## config.mk

```make
export PLATFORM = sky130hd
export DESIGN_NAME = c1581_par_link
export DESIGN_NICKNAME = d
export VERILOG_FILES = /design/src/rtl/c1581_par_pkg.sv /design/src/rtl/c1581_par_pulse.sv /design/src/rtl/c1581_par_link.sv
export SDC_FILE = /design/constraint.sdc
export NUM_CORES = 1
export LEC_CHECK = 0
export CAP_MARGIN = 20
export CORE_AREA = 2 2 101 64
export DETAILED_ROUTE_END_ITERATION = 6
export DIE_AREA = 0 0 103 66
export GPL_ROUTABILITY_DRIVEN = 0
export SLEW_MARGIN = 10
export SYNTH_ARGS = -nofsm -noshare
export SYNTH_HDL_FRONTEND = slang
export SYNTH_SLANG_ARGS = --single-unit
export TNS_END_PERCENT = 20
```

## constraint.sdc

```tcl
create_clock -name clk -period 2.02 [get_ports clk]
set_input_delay 0.404 -clock clk [delete_from_list [all_inputs] [get_ports clk]]
set_output_delay 0.404 -clock clk [all_outputs]
set_load 0.05 [all_outputs]
```

## src/rtl/c1581_par_pkg.sv

```systemverilog
// rtl/c1581_par_pkg.sv - shared types and defaults for the 1581 parallel-cable bridge
package c1581_par_pkg;

    typedef enum logic [1:0] {H_IDLE, H_SETUP, H_STB} host_st_t;
    typedef enum logic {D_IDLE, D_PULSE} drv_st_t;

    localparam int DEF_SETUP_CYC = 4;
    localparam int DEF_STB_CYC   = 8;
    localparam int DEF_FLAG_CYC  = 8;
    localparam int SYNC_DEPTH    = 2;

endpackage

```

## src/rtl/c1581_par_pulse.sv

```systemverilog
// rtl/c1581_par_pulse.sv - synchronised fall detect followed by a delayed, stretched low pulse
module c1581_par_pulse
    import c1581_par_pkg::*;
#(
    parameter int DELAY  = 4,
    parameter int WIDTH  = 8,
    parameter bit RETRIG = 1'b0
) (
    input  logic clk,
    input  logic rst,
    input  logic ce,
    input  logic enable,
    input  logic pin_n,
    output logic pulse_n,
    output logic done,
    output logic busy_hit
);

    localparam int MAXC = (DELAY > WIDTH) ? DELAY : WIDTH;
    localparam int CW   = (MAXC < 2) ? 1 : $clog2(MAXC);
    localparam logic [CW-1:0] DLY_LD = CW'((DELAY > 0) ? DELAY - 1 : 0);
    localparam logic [CW-1:0] WID_LD = CW'(WIDTH - 1);

    logic [SYNC_DEPTH-1:0] sync;
    logic                  prev;
    logic                  fall_q;
    host_st_t              st;
    logic [CW-1:0]         cnt;

    // Edge detection runs every clk, independent of ce and enable.
    always_ff @(posedge clk or posedge rst) begin
        if (rst) begin
            sync   <= '1;
            prev   <= 1'b1;
            fall_q <= 1'b0;
        end else begin
            sync   <= {sync[SYNC_DEPTH-2:0], pin_n};
            prev   <= sync[SYNC_DEPTH-1];
            fall_q <= prev & ~sync[SYNC_DEPTH-1];
        end
    end

    always_ff @(posedge clk or posedge rst) begin
        if (rst) begin
            st      <= H_IDLE;
            cnt     <= '0;
            pulse_n <= 1'b1;
        end else if (!enable) begin
            st      <= H_IDLE;
            cnt     <= '0;
            pulse_n <= 1'b1;
        end else begin
            case (st)
                H_IDLE: begin
                    if (fall_q) begin
                        if (DELAY == 0) begin
                            st      <= H_STB;
                            cnt     <= WID_LD;
                            pulse_n <= 1'b0;
                        end else begin
                            st  <= H_SETUP;
                            cnt <= DLY_LD;
                        end
                    end
                end
                H_SETUP: begin
                    if (ce) begin
                        if (cnt == '0) begin
                            st      <= H_STB;
                            cnt     <= WID_LD;
                            pulse_n <= 1'b0;
                        end else begin
                            cnt <= cnt - 1'b1;
                        end
                    end
                end
                H_STB: begin
                    if (RETRIG && fall_q) begin
                        cnt <= WID_LD;
                    end else if (ce) begin
                        if (cnt == '0) begin
                            st      <= H_IDLE;
                            pulse_n <= 1'b1;
                        end else begin
                            cnt <= cnt - 1'b1;
                        end
                    end
                end
                default: begin
                    st      <= H_IDLE;
                    pulse_n <= 1'b1;
                end
            endcase
        end
    end

    assign done     = enable && (st == H_STB) && ce && (cnt == '0) && !(RETRIG && fall_q);
    assign busy_hit = !RETRIG && enable && fall_q && (st != H_IDLE);

endmodule

```

## src/rtl/c1581_par_link.sv

```systemverilog
// rtl/c1581_par_link.sv - host-side wired-AND bus and strobe bridge to the 1581 parallel port
module c1581_par_link
    import c1581_par_pkg::*;
#(
    parameter int SETUP_CYC = DEF_SETUP_CYC,
    parameter int STB_CYC   = DEF_STB_CYC,
    parameter int FLAG_CYC  = DEF_FLAG_CYC
) (
    input  logic       clk,
    input  logic       reset,
    input  logic       ce,
    input  logic       enable,
    input  logic [7:0] host_pb_i,
    input  logic       host_pc2_n,
    output logic [7:0] host_pb_o,
    output logic       host_flag_n,
    input  logic [7:0] drv_data_i,
    input  logic       drv_stb_i,
    output logic [7:0] drv_data_o,
    output logic       drv_stb_o,
    input  logic       ovr_clr,
    output logic       overrun,
    output logic [7:0] xfer_cnt
);

    logic [7:0] bus;
    logic       host_done;
    logic       host_busy;
    logic       drv_done;
    logic       drv_busy;
    logic       unused_drv;

    always_ff @(posedge clk or posedge reset) begin
        if (reset) begin
            bus <= 8'hFF;
        end else begin
            bus <= enable ? (host_pb_i & drv_data_i) : 8'hFF;
        end
    end

    assign host_pb_o  = bus;
    assign drv_data_o = bus;

    c1581_par_pulse #(
        .DELAY  (SETUP_CYC),
        .WIDTH  (STB_CYC),
        .RETRIG (1'b0)
    ) u_host (
        .clk      (clk),
        .rst      (reset),
        .ce       (ce),
        .enable   (enable),
        .pin_n    (host_pc2_n),
        .pulse_n  (drv_stb_o),
        .done     (host_done),
        .busy_hit (host_busy)
    );

    // Drive strobes retrigger the FLAG pulse and never count as overrun.
    c1581_par_pulse #(
        .DELAY  (0),
        .WIDTH  (FLAG_CYC),
        .RETRIG (1'b1)
    ) u_drv (
        .clk      (clk),
        .rst      (reset),
        .ce       (ce),
        .enable   (enable),
        .pin_n    (drv_stb_i),
        .pulse_n  (host_flag_n),
        .done     (drv_done),
        .busy_hit (drv_busy)
    );

    assign unused_drv = drv_done ^ drv_busy;

    always_ff @(posedge clk or posedge reset) begin
        if (reset) begin
            overrun  <= 1'b0;
            xfer_cnt <= 8'h00;
        end else begin
            overrun <= host_busy | (overrun & ~ovr_clr);
            if (host_done) begin
                xfer_cnt <= xfer_cnt + 8'd1;
            end
        end
    end

endmodule

```

# Word-level counts from Yosys, hierarchy flattened
# Index checks and enable logic that the tools add are counted.
[totals]
ff_bits = 37
latchBits = 0
ram_bits = 0
rom_bits = 0
output_inout_bits = 27
word_cells = 107
n_memories = 0
[op_classes]
add_sub_neg = 3
multipliers = 0
n_div = 0
n_lt_le_gt_ge = 0
eq_ne = 21
n_shift = 0
mux = 45
n_bitwise = 8
reduce_logical = 15
[op_table]
columns = ["cell", "count"]
rows = [
  ["3-bit 2-to-1 mux", 13],
  ["2-bit 2-to-1 mux", 13],
  ["5-bit AND reduction", 4],
  ["3-bit by 2-bit inequality test with 1-bit output, second input constant", 6],
  ["3-bit inequality test, second input constant", 6],
  ["3-bit one-hot mux with 3 select lines", 2],
  ["1-bit 2-to-1 mux", 12],
  ["2-bit one-hot mux with 3 select lines", 2],
  ["8-bit by 1-bit adder with 8-bit output, second input constant", 1],
  ["8-bit AND", 1],
  ["8-bit 2-to-1 mux", 1],
  ["4-bit by 1-bit inequality test with 1-bit output, second input constant", 2],
  ["4-bit by 3-bit inequality test with 1-bit output, second input constant", 2],
  ["3-bit zero test", 2],
  ["1-bit one-hot mux with 3 select lines", 2],
  ["6-bit AND reduction", 1],
  ["3-bit by 1-bit subtractor with 3-bit output, second input constant", 2],
  ["1-bit logical AND", 5],
  ["2-bit by 1-bit == test with 1-bit output, second input constant", 2],
  ["2-bit == test, second input constant", 2],
  ["2-bit zero test", 2],
  ["1-bit AND", 3],
  ["1-bit inverter", 3],
  ["2-bit inequality test, second input constant", 1],
  ["2 further kinds", 2],
]

# Logic depth before layout (Yosys ltp)
# Gate-level depths: netlist of the first run.
[logic_depth]
word_depth = 6
depth_mapped = 6

# Hierarchy
# From an unflattened synthesis of the first run, not the netlist that was laid out.
[hier_totals]
cells_unflattened = 157
hier_area_um2 = 1731.7
[by_module_without_submodules]
columns = ["module", "n_inst", "cells_each", "area_each_um2", "seq_area_each_um2"]
rows = [
  ["c1581_par_link", 1, 62, 703.2, 435.4],
  ["c1581_par_pulse at u_host", 1, 56, 586.8, 255.2],
  ["c1581_par_pulse at u_drv", 1, 39, 441.7, 230.2],
]

# Worst setup path after synthesis of the first run
# No wires, ideal clock.
[synth_path]
path_type = "reg-to-reg"
startpoint = "register u_host.st[0]"
endpoint = "register u_host.cnt[2]"
setup_time_ps = 127
arrival_time_ps = 1438
required_ps = 1893
path_slack_ps = 455
path_stages_with_launch = 7
n_path_buf = 0
synth_period_minus_slack_ps = 1565
path_cell_list = "dfrtp_1 -> inv_1 -> ha_1 -> nor2_2 -> a221oi_4 -> a21oi_2 -> mux2_1"
[synth_via]
elab_chain_len = 3
elab_cells_between_ends = 11
[synth_rtl]
columns = ["element", "line_no", "rtl"]
rows = [
  ["start, declared", "c1581_par_pulse.sv:27", "host_st_t st;"],
  ["start signal, assigned", "c1581_par_pulse.sv:45", "st <= H_IDLE;"],
  ["start signal, assigned", "c1581_par_pulse.sv:49", "st <= H_IDLE;"],
  ["start signal, assigned", "c1581_par_pulse.sv:57", "st <= H_STB;"],
  ["2-bit by 1-bit == test with 1-bit output, or another cell as far along", "c1581_par_pulse.sv:53", "case (st)"],
  ["4-bit by 1-bit inequality test with 1-bit output (no line), or another cell as far along", "-", ""],
  ["5-bit AND reduction (no line) / 3-bit 2-to-1 mux (equally long branches)", "-", ""],
  ["end signal, assigned", "c1581_par_pulse.sv:73", "cnt <= cnt - 1'b1;"],
  ["end signal, assigned", "c1581_par_pulse.sv:85", "cnt <= cnt - 1'b1;"],
  ["end, declared", "c1581_par_pulse.sv:28", "logic [CW-1:0] cnt;"],
]
# Several ways; a longest one is shown, not always the timed one.
# A chain may end at the register's enable or synchronous reset.

# Final worst setup path of the first run
[layout_path]
startpoint = "register xfer_cnt[5]"
endpoint = "output port xfer_cnt[5]"
[layout_rtl]
columns = ["element", "line_no", "rtl"]
rows = [
  ["start, declared", "c1581_par_link.sv:23", "output logic [7:0] xfer_cnt"],
  ["start signal, assigned", "c1581_par_link.sv:84", "xfer_cnt <= xfer_cnt + 8'd1;"],
]
# No word-level cell between the ends.

==> impl_metrics.py, run 1 <==
metrics = {
    "cts": {
        "root_buffer": "clkbuf_8",
        "cts_hold_buf": 0,
        "cts_made_buffers": 5,
        "cts_setup_buffers": 0,
        "cts_sinks": 36,
        "path_clk_slew_ns": 0.07,
        "cts_buffer_depth": 2,
        "cts_tree": "yes",
        "post_cts_resized": 0,
        "h-tree-depth": 2,
        "clkLatencyLatePin_ns": 0.29,
    },
    "floorplanning": {
        "coreArea_mm2": 0.00589,
        "die_area_mm2": 0.00680,
        "start_util_pct": 29.1,
        "die_y_um": 66,
        "ioPinCount": 50,
        "die_w_um": 103,
        "row_count": 22,
    },
    "critical_path": {
        "crit_path_start_kind": "register",
        "path_max_fanout": 4,
        "slowest_stage": "clkdlybuf4s50_1",
        "endpoint_kind": "output pin",
        "cp_num_buf_inv": 1,
        "timing.critical_path.from": "xfer_cnt[5]",
        "critPathTopFamily": "buffers and inverters",
        "arrival_ns": 1.53,
        "rr_startpoint": "u_host.st[0]",
        "max_stage_delay_ns": 0.83,
        "crit_chain": "clkdlybuf4s50_1",
        "worstSetupPathType": "register to output pin",
        "cp.required_ns": 1.62,
    },
    "drt": {
        "wirelength_mm": 3.41,
        "post_drt_wl_per_cell_um": 11.6,
        "antenna_left": 0,
        "dr.pass1.iters": 3,
        "vias": 1230,
        "vias_per_cell": 4.20,
        "dr.first_iter.drc_count": 33,
        "drc": 0,
    },
    "timing": {
        "fin_ws_ns": 0.0869,
        "final_hold_viol_count": 0,
        "tightest_slew_ns": 0.505,
        "rsz0062_at_grt": "false",
        "period_minus_slack_ns": 1.93,
        "layout_worst_path_cycle_share_pct": 95.7,
        "slew_viol_final": 0,
        "setup_viol": 0,
        "relSlewSlack_pct": 66.2,
        "setup_tns_ns": 0,
        "max_freq_ghz": 0.517,
        "whs_ns": 0.357,
        "fin_skew_ns": 0.00649,
    },
    "layout": {
        "multi_input_area_um2": 679,
        "seq_area_um2": 921,
        "drive_above_1_share_pct": 28.7,
        "nets": 240,
        "fill_cells": 596,
        "area_delta_synth_final_pct": 39.1,
        "diodes": 0,
        "fin_util_pct": 40.5,
    },
    "global_routing": {
        "grt_max_degree": 37,
        "grt_pass1_vias": 1124,
        "grt_first_pass_wirelength_mm": 5.32,
        "grt_util_all_layers_pct": 10.5,
        "antenna_found_initial": 0,
        "overflow": 0,
    },
    "synthesis": {
        "yosysUniqueCellTypes": 42,
        "synth-main-ff-cell": "dfrtp_1",
        "syn_area_per_cell_um2": 10.9,
        "ys.warnings.count": 0,
        "yosysMostFrequentCell": "nand2_1",
        "synth_top_area_share_pct": 29.2,
        "ys_seq_area_share_pct": 53.7,
        "synth-edff-count": 0,
        "yosys-top-cells-count": "nand2_1, dfrtp_1, dfstp_2, inv_1",
        "async_flop_share_pct": 100,
        "synth.area.top_cells": "dfrtp_1, dfstp_2, ha_1",
        "yosys.area.top_type": "dfrtp_1",
        "ys_ff_latch": 36,
        "syn-num-nets": 189,
        "synthesis.instances": 157,
        "netlist_area_mm2": 0.00171,
    },
    "hold_path": {
        "holdCritPathClass": "register to register",
        "min_from": "u_host.sync[0]",
    },
    "status": {
        "status": "complete, no violations",
    },
    "power_and_ir_drop": {
        "ir_drop_mv": 0.438,
        "power.leakage_uw": 0.00105,
        "power-per-cell-area_mw_per_mm2": 842,
    },
    "placed_design": {
        "dp_hpwl_mm": 2.60,
        "place_ws_ns": 0.0893,
        "io_buffers": 49,
    },
    "job": {
        "maxCapViolations": 0,
    },
}
## metal layers
layer	vias up	wire length [um]	global-route usage, %
met5	-	0	0
met4	0	42	4.44
met3	5	236	4.02
met2	32	1390	14.6
met1	563	1740	14.4
li1	630	-	-
## state kept, by name (all words and copies together), names as in the netlist
signal	flops
u_host.fall_q	1
u_drv.st	1
xfer_cnt	8
drv_data_o	8
u_drv.fall_q	1
u_host.st	2
u_drv.prev	1
overrun	1
u_drv.pulse_n	1
u_host.prev	1
u_host.sync	2
u_drv.cnt	3
u_host.cnt	3
u_drv.sync	2
u_host.pulse_n	1
## final cells by class
type	instances	area share (%)
repair buffers	54	20.1
well taps	84	4.41
clock inverters	2	2.52
clock buffers	6	3.93
multi-input cells	99	28.5
inverters	12	1.89
flip-flops and latches	36	38.6
## stage by stage
stage | cells | total power (uW) | area (um^2)
final | 293 | 2010 | 2380
after global routing | 293 | 2100 | 2380
after CTS | 293 | 2040 | 2380
after detailed placement | 285 | 1200 | 2230
after global placement | 285 | 1200 | 2230
after floorplan | 157 | 1080 | 1710
## cell usage in the layout, fill, tap and decap left out, drive strengths merged
cell and instances:
o211ai 1, bufinv 2, ha 9, a2111oi 1
inv 12, nor2 4, dfstp 16, clkbuf 6
a311o 1, buf 24, a32o 1, xor2 1
o32ai 1, and4b 1, a221oi 1, nor2b 4
nand4 2, nand2b 4, xnor2 6, and3 2
or2 1, nor3 2, clkdlybuf4s50 30, nand3 1
o2bb2ai 1, a21oi 10, o21ai 9, dfrtp 20
and2b 1, a211oi 3, mux2 2, nand2 27
a2bb2oi 1, nand3b 2
## path summary, 6_finish.rpt
path	cells after the start	slack, ns	to
setup / recovery	1	0.09	xfer_cnt[5]
hold / removal	0	0.36	u_host.sync[1]
setup reg to reg	6	0.26	u_host.cnt[2]
hold reg to reg	0	0.36	u_host.sync[1]
max in group asynchronous	3	1.16	u_host.sync[0]
min in group asynchronous	3	0.51	u_drv.fall_q
## report_power, final
part | internal [uW] | leakage (uW) | switching (uW)
Combinational | 150 | 0.000543 | 231
Clock | 568 | 0.0000765 | 257
Sequential | 777 | 0.000431 | 25.8
Total | 1490 | 0.00105 | 514
## cell families (layout without fill, tap and decap cells)
kind of cell | Yosys count | in the layout | share of synthesized area [%]
xor+xnor | 7 | 7 | 3.58
buf+inv | 22 | 74 | 6.64
simple gates | 51 | 51 | 15.6
compound gates | 30 | 30 | 12.6
flops | 36 | 36 | 53.7
fa+ha+maj | 9 | 9 | 6.57
mux | 2 | 2 | 1.31
Power figures use the tool's default switching activity.
==> run 2: changes to the inputs <==
==> constraint.sdc (replaced) <==
create_clock -name clk -period 1.9 [get_ports clk]
set_input_delay 0.38 -clock clk [delete_from_list [all_inputs] [get_ports clk]]
set_output_delay 0.38 -clock clk [all_outputs]
set_load 0.05 [all_outputs]
==> impl_metrics.py, run 2 (same netlist as run 1, synthesis figures left out) <==
metrics = {
    "layout": {
        "drive_above_1_share_pct": 32.1,
        "fill_cells": 614,
        "nets": 240,
        "multi_input_area_um2": 679,
        "final_cell_mix": "buf_4, nand2_1, clkdlybuf4s50_1",
        "seq_area_um2": 921,
        "area_delta_synth_final_pct": 35.0,
        "final-instance-count-excl-fill": 293,
        "layout_commonest_cell": "buf_4",
        "fin_util_pct": 39.3,
        "diodes": 0,
    },
    "critical_path": {
        "endpoint_kind": "register",
        "worstSetupPathType": "register to register",
        "cp.required_ns": 2.07,
        "path_max_fanout": 7,
        "reg2reg_to": "u_host.cnt[2]",
        "rr_startpoint": "u_host.st[0]",
        "crit_path_start_kind": "register",
        "ff2ff_setup_slack_ns": 0.11,
        "rr_worst_depth": 6,
        "arrival_ns": 1.96,
    },
    "drt": {
        "vias_per_cell": 4.22,
        "drc": 0,
        "dr.first_iter.drc_count": 68,
        "dr.pass1.iters": 4,
        "antenna_left": 0,
        "vias": 1237,
        "wirelength_mm": 3.47,
        "post_drt_wl_per_cell_um": 11.9,
    },
    "hold_path": {
        "min_from": "u_drv.sync[0]",
        "holdCritPathClass": "register to register",
        "min_to": "u_drv.sync[1]",
        "whs_path_depth": 0,
    },
    "cts": {
        "cts_made_buffers": 5,
        "h-tree-depth": 2,
        "root_buffer": "clkbuf_8",
        "cts_setup_buffers": 0,
        "cts_sinks": 36,
        "cts_hold_buf": 0,
        "clkLatencyLatePin_ns": 0.29,
        "post_cts_resized": 0,
        "cts_tree": "yes",
        "cts_buffer_depth": 2,
        "path_clk_slew_ns": 0.08,
    },
    "floorplanning": {
        "ioPinCount": 50,
        "coreArea_mm2": 0.00589,
        "die_y_um": 66,
        "start_util_pct": 29.1,
        "die_area_mm2": 0.00680,
        "row_count": 22,
        "die_w_um": 103,
    },
    "timing": {
        "period_minus_slack_ns": 1.79,
        "fin_skew_ns": 0.00667,
        "whs_ns": 0.357,
        "slew_viol_final": 0,
        "setup_viol": 0,
        "relSlewSlack_pct": 70.2,
        "final_hold_viol_count": 0,
        "max_freq_ghz": 0.560,
        "tightest_slew_ns": 0.447,
        "layout_worst_path_cycle_share_pct": 94.0,
        "rsz0062_at_grt": "false",
        "fin_ws_ns": 0.114,
    },
    "placed_design": {
        "io_buffers": 49,
        "dp_hpwl_mm": 2.65,
        "dpl.cell_count": 285,
        "place_ws_ns": -0.0149,
    },
    "global_routing": {
        "grt_max_degree": 37,
        "overflow": 0,
        "grt_util_all_layers_pct": 11.2,
        "grt_pass1_vias": 1200,
        "grt_first_pass_wirelength_mm": 5.78,
        "antenna_found_initial": 0,
    },
    "status": {
        "status": "complete, no violations",
    },
    "power_and_ir_drop": {
        "power-per-cell-area_mw_per_mm2": 809,
        "power.leakage_uw": 0.00104,
        "ir_drop_mv": 0.297,
    },
    "job": {
        "maxCapViolations": 0,
    },
}
run 2: layout make-up:
| cell class | count | share of cell area (%) |
|---|---|---|
| clock buffers | 7 | 4.22 |
| flip-flops and latches | 36 | 39.8 |
| clock inverters | 1 | 0.216 |
| well taps | 84 | 4.54 |
| inverters | 12 | 1.95 |
| repair buffers | 54 | 19.9 |
| multi-input cells | 99 | 29.4 |
run 2: per-layer routing:
| layer | vias to the layer above | global-route usage [%] | wire (um) |
|---|---|---|---|
| li1 | 623 | - | - |
| met1 | 573 | 16.4 | 1760 |
| met2 | 36 | 15.3 | 1430 |
| met3 | 5 | 4.02 | 263 |
| met4 | 0 | 2.96 | 20 |
| met5 | - | 0 | 0 |
run 2: worst max path at each step:
stage	start	to	slack (ns)	depth (start not counted)
6_report	u_host.st[0]	u_host.cnt[2]	0.11	6
5_1_grt	u_host.st[1]	u_host.cnt[2]	0.02	6
4_1_cts	u_host.st[0]	u_host.cnt[2]	0.13	6
3_5_place_dp	ce	u_host.cnt[2]	-0.01	5
3_3_place_gp	ce	u_host.cnt[2]	0.03	5
2_1_floorplan	u_host.st[0]	u_host.cnt[2]	0.33	6
run 2: worst max-delay path: stages (launching register included):
cell,delay (ns)
dfrtp_1,0.42
inv_1,0.09
ha_1,0.31
nor2_2,0.13
a221oi_4,0.31
a21oi_2,0.09
mux2_1,0.31
run 2: where the power goes:
group	internal [uW]	switching, uW
logic	158	249
clock network	337	274
registers	826	28.3
run 2: per-stage QoR:
stage / cell area (um^2) / total power (uW) / setup TNS (ns)
final: 2310 / 1870 / 0
after global routing: 2310 / 1980 / 0
after CTS: 2310 / 1890 / 0
after detailed placement: 2210 / 1280 / -0.0149
after global placement: 2210 / 1270 / 0
after floorplan: 1710 / 1150 / 0
